File: src/rtl/instr_fetch.sv
// Instruction fetch stage: a single-request fetcher feeding the decoder's ID_STATE registers.
// A one-entry skid buffer catches a fetch that completes while the decoder is stalled.
module instr_fetch #(
  parameter logic [31:0] RESET_PC  = 32'h0000_0000,
  parameter logic [31:0] NOP_INSTR = 32'h0000_0013
) (
  input  logic        clk,
  input  logic        rst,
  input  logic        stall,
  input  logic        jmp,
  input  logic [31:0] jmp_pc,
  output logic        imem_req,
  output logic [31:0] imem_addr,
  input  logic [31:0] imem_rdata,
  input  logic        imem_ack,
  output logic [31:0] id_pc,
  output logic [31:0] id_instruction,
  output logic        id_valid
);

  localparam logic [1:0] S_IDLE  = 2'd0;
  localparam logic [1:0] S_FETCH = 2'd1;
  localparam logic [1:0] S_HOLD  = 2'd2;

  logic [1:0]  state;
  logic [31:0] pc;
  logic [31:0] pc_inc;
  logic [31:0] skid_pc;
  logic [31:0] skid_instr;
  logic        skid_vld;

  // pc only moves on a completed fetch or a redirect, so the address is stable while waiting
  assign pc_inc    = pc + 32'd4;
  assign imem_req  = (state == S_FETCH);
  assign imem_addr = {pc[31:2], 2'b00};

  always_ff @(posedge clk) begin
    if (rst) begin
      state          <= S_IDLE;
      pc             <= {RESET_PC[31:2], 2'b00};
      id_valid       <= 1'b0;
      id_pc          <= 32'h0000_0000;
      id_instruction <= NOP_INSTR;
      skid_vld       <= 1'b0;
      skid_pc        <= 32'h0000_0000;
      skid_instr     <= NOP_INSTR;
    end else begin
      case (state)
        S_IDLE: state <= S_FETCH;

        S_FETCH: begin
          if (jmp) begin
            pc             <= {jmp_pc[31:2], 2'b00};
            id_valid       <= 1'b0;
            id_instruction <= NOP_INSTR;
            skid_vld       <= 1'b0;
          end else if (imem_ack && !stall) begin
            id_instruction <= imem_rdata;
            id_pc          <= pc;
            id_valid       <= 1'b1;
            pc             <= pc_inc;
          end else if (imem_ack) begin
            // decoder is stalled: park the word so it is neither lost nor refetched
            skid_instr <= imem_rdata;
            skid_pc    <= pc;
            skid_vld   <= 1'b1;
            pc         <= pc_inc;
            state      <= S_HOLD;
          end else if (!stall) begin
            id_valid       <= 1'b0;
            id_instruction <= NOP_INSTR;
          end
        end

        S_HOLD: begin
          if (jmp) begin
            pc             <= {jmp_pc[31:2], 2'b00};
            id_valid       <= 1'b0;
            id_instruction <= NOP_INSTR;
            skid_vld       <= 1'b0;
            state          <= S_FETCH;
          end else if (!stall) begin
            id_instruction <= skid_instr;
            id_pc          <= skid_pc;
            id_valid       <= skid_vld;
            skid_vld       <= 1'b0;
            state          <= S_FETCH;
          end
        end

        default: state <= S_IDLE;
      endcase
    end
  end

endmodule

File: config.mk
export PLATFORM = sky130hd
export DESIGN_NAME = instr_fetch
export DESIGN_NICKNAME = d
export VERILOG_FILES = /design/src/rtl/instr_fetch.sv
export SDC_FILE = /design/constraint.sdc
export NUM_CORES = 1
export LEC_CHECK = 0
export CAP_MARGIN = 20
export CORE_MARGIN = 2
export CORE_UTILIZATION = 54
export DETAILED_ROUTE_END_ITERATION = 6
export GPL_TIMING_DRIVEN = 0
export PLACE_DENSITY = 0.86
export SYNTH_ARGS = -nofsm -noshare
export SYNTH_HDL_FRONTEND = slang
export SYNTH_SLANG_ARGS = --single-unit
File: constraint.sdc
create_clock -name clk -period 5.8 [get_ports clk]
set_clock_uncertainty 0.2 [all_clocks]
set_input_delay 1.45 -clock clk [delete_from_list [all_inputs] [get_ports clk]]
set_output_delay 1.45 -clock clk [all_outputs]
set_load 0.02 [all_outputs]
==> flow_metrics.tcl <==
set metrics [dict create \
    postSynth.asyncResetShare_pct 0 \
    crit_path_end "id_instruction[13]" \
    critPathCaptureType "flop" \
    synth_area_leaders "dfxtp_1 (45%), nand2_1 (8.7%), a21oi_1 (5.5%)" \
    clkSlewWorstSetupHoldPaths_ps 60 \
    wire_per_inst_um 18.1 \
    synth_edf_count 0 \
    ir_worst_vdd_mv 0.200 \
    powerDensity_nw_per_um2 321 \
    routed_via_density 6.08 \
    pin_count 167 \
    r2r-start "state[0]" \
    hold_viol 0 \
    required_ps 5890 \
    synth.avg_cell_area_um2 8.03 \
    synth-seq-area-share_pct 45.4 \
    clock.fmax_mhz 267 \
    yosys.area.top_type "dfxtp_1" \
    synthToLayoutAreaGrowth_pct 34.5 \
    die_x_um 118 \
    num_rows 41 \
    min_path_type "flop to flop" \
    cp_num_buf_inv 4 \
    fin_crit_ps 3740 \
    startpoint_type "input port" \
    yosys.area_share.simple_pct 23.7 \
    vias 7504 \
    design_area_um2 9380 \
    finalCritPeriodShare_pct 64.5 \
    drtPass1Iterations 7 \
    cp_max_fo 10 \
    synth_compound_area_share_pct 19.9 \
    fillers 971 \
    ys_seq_elements 158 \
    synth_top_family_by_area "simple AND/OR/NAND/NOR gates" \
    grt_max_degree 17 \
    insertion_delay_ps 430 \
    synthDistinctLibCells 54 \
    grt_first_pass_wirelength_um 35800 \
    synth_mux_area_share_pct 4.61 \
    whs_path_depth 2 \
    yosys_warnings 0 \
    cts_setup_buffers 0 \
    critPathLaunch "jmp" \
    highest-signal-layer "met4" \
    cp_slowest_cell "clkdlybuf4s50_1" \
    cap_viol_max_count 0 \
    final_nets 1122 \
    cts_root_buf "clkbuf_16" \
    r2r-end "id_pc[21]" \
    cpPeakStageDelay_ps 550 \
    regToRegSetupSlack_ps 2950 \
    fin_setup_tns_ps 0 \
    wl_met2_um 10200 \
    cp_top_family "buffers and inverters" \
    cts_max_level 4 \
    synth-main-ff-cell "dfxtp_1" \
    post_dp_cell_area_um2 8780 \
    start_util_pct 55.3 \
    cts_sinks 158 \
    synth_fa_ha_area_share_pct 0.718 \
    status "completed" \
    p_leak_uw 0.00312 \
    post-dp-hpwl_um 15400 \
    cp.depth 8 \
    synth_xor_area_share_pct 0 \
    fp.dieH_um 118 \
    antenna_found_initial 0 \
    cts.path.max_buffers 2 \
    dr_wl_met3_um 2170 \
    syn_area_um2 6970 \
    grt.total_usage_pct 32.0 \
    worst_pin_slew_ps 918 \
    r2r_cells 8 \
    wl_met1_um 9160 \
    criticalPathCategory "input port to flop" \
    antenna_left 0 \
    core_area_um2 12600 \
    critPathArrivalTime_ps 3830 \
    drc 0 \
    worstPathCellList "clkdlybuf4s50_1 -> buf_2 -> clkinv_1 -> nand2_1 -> o21ai_1 -> clkbuf_1 -> a221oi_1 -> nor3_1" \
    dieArea_um2 13800 \
    drive_gt1_share_pct 5.37 \
    cts_buffers 17 \
    setup_violations 0 \
    overflow 0 \
    synth.top_cell.area_share_pct 45.4 \
    cts_tree "yes" \
    cts_resized 0 \
    routed_wl_um 22300 \
    grt_setup_unrepaired "no" \
    diodes 0 \
    ctsHoldBuffers 0 \
    portBuffers 158 \
    grt_pass1_vias 7046 \
    drtIter0Drc 821 \
    finalMaxSlewViolations 0 \
    gp_congestion 0.964 \
    syn_inst 869 \
    relSlewSlack_pct 38.3 \
]
area by class of cell:
cell class	count	area, um2	area share, %
sequential	158	3160	33.7
buffer	84	370	3.95
multi-input combinational	624	3430	36.6
timing repair buffer	158	1580	16.9
clock buffer	21	470	5.01
clock inverter	11	130	1.39
tap	172	215	2.29
inverter	6	22.5	0.240
per-layer routing:
layer | global-route usage (%) | vias to the layer above
met4 | 15.7 | 0
li1 | - | 3454
met5 | 0 | -
met3 | 8.28 | 73
met2 | 49.6 | 424
met1 | 41.3 | 3553
registers in the layout, summed over array words and instances (netlist names):
| register | cells |
|---|---|
| id_valid | 1 |
| skid_pc | 30 |
| pc | 30 |
| skid_vld | 1 |
| id_instruction | 32 |
| id_pc | 30 |
| skid_instr | 32 |
| state | 2 |
worst min-delay path, cell delays in order (launching register included):
cell and delay [ps]:
dfxtp_1 310, nand2_1 50, a21oi_1 50
where the power goes:
group	leakage, uW	switching, uW	internal [uW]
combinational	0.00156	369	276
sequential	0.00129	74.1	1160
clock	0.000282	458	671
kinds of logic after synthesis:
| logic type | count (synthesis) |
|---|---|
| buf+inv | 90 |
| mux | 32 |
| simple gates | 374 |
| compound gates | 210 |
| flops | 158 |
| other cells | 1 |
| fa+ha+maj | 4 |
how the worst min path moves through the flow:
stage,startpoint,endpoint,slack (ps)
4_1_cts,skid_pc[9],skid_pc[9],260
6_report,skid_pc[25],skid_pc[25],250
5_1_grt,skid_instr[28],skid_instr[28],270
2_1_floorplan,skid_pc[10],skid_pc[10],240
3_5_place_dp,skid_instr[28],skid_instr[28],250
3_3_place_gp,skid_instr[6],skid_instr[6],240
layout by cell type (no fill, tap or decap), drive strengths merged, types with 2 or more instances in the layout:
master	count
nand2	161
dfxtp	158
clkdlybuf4s50	158
nor2	89
clkbuf	82
a21oi	76
nor3	43
a211oi	38
mux2i	31
nand3	29
a221oi	29
buf	23
o21ai	15
nand4	13
and3	11
a31oi	8
o22ai	8
and4	7
inv	7
a22oi	6
nor4	5
and2	4
a21o	4
ha	4
conb	4
clkinvlp	4
clkinv	4
o21a	3
nor3b	3
nand2b	3
o31ai	3
o221ai	3
a41oi	2
o211ai	2
nand3b	2
a32oi	2
o22a	2
a22o	2
bufinv	2
cells in the mapped netlist, types with 2 or more instances:
| master | instances |
|---|---|
| a221oi_1 | 29 |
| buf_4 | 6 |
| o211ai_1 | 2 |
| nor3b_1 | 3 |
| nand3b_1 | 2 |
| a21o_1 | 4 |
| inv_1 | 5 |
| and2_1 | 4 |
| nor2_1 | 88 |
| nor3_1 | 43 |
| o21ai_0 | 14 |
| o31ai_1 | 3 |
| nor4_1 | 5 |
| buf_2 | 13 |
| clkbuf_1 | 60 |
| and3_1 | 11 |
| a31oi_1 | 8 |
| o22a_1 | 2 |
| nand3_1 | 29 |
| o221ai_1 | 3 |
| o21a_1 | 3 |
| buf_1 | 2 |
| a21oi_1 | 76 |
| and4_1 | 7 |
| a32oi_1 | 2 |
| a22o_1 | 2 |
| buf_6 | 2 |
| o22ai_1 | 8 |
| ha_1 | 4 |
| mux2i_1 | 31 |
| dfxtp_1 | 158 |
| nand4_1 | 13 |
| a41oi_1 | 2 |
| a211oi_1 | 38 |
| nand2b_1 | 3 |
| nand2_1 | 161 |
| a22oi_1 | 6 |
metrics by stage:
| step | power (uW) | hold WS (ps) | setup slack, ps | cells | util, % |
|---|---|---|---|---|---|
| floorplan | 1600 | 236 | 2860 | 872 | - |
| global placement | 1870 | 241 | 1780 | 1202 | 69.6 |
| detailed placement | 1890 | 246 | 1750 | 1202 | 69.6 |
| CTS | 3000 | 255 | 2180 | 1234 | 74.4 |
| global route | 3120 | 266 | 1990 | 1234 | 74.4 |
| finish | 3010 | 253 | 2060 | 1234 | 74.4 |
Note: power is estimated with default switching activity, not from simulation.
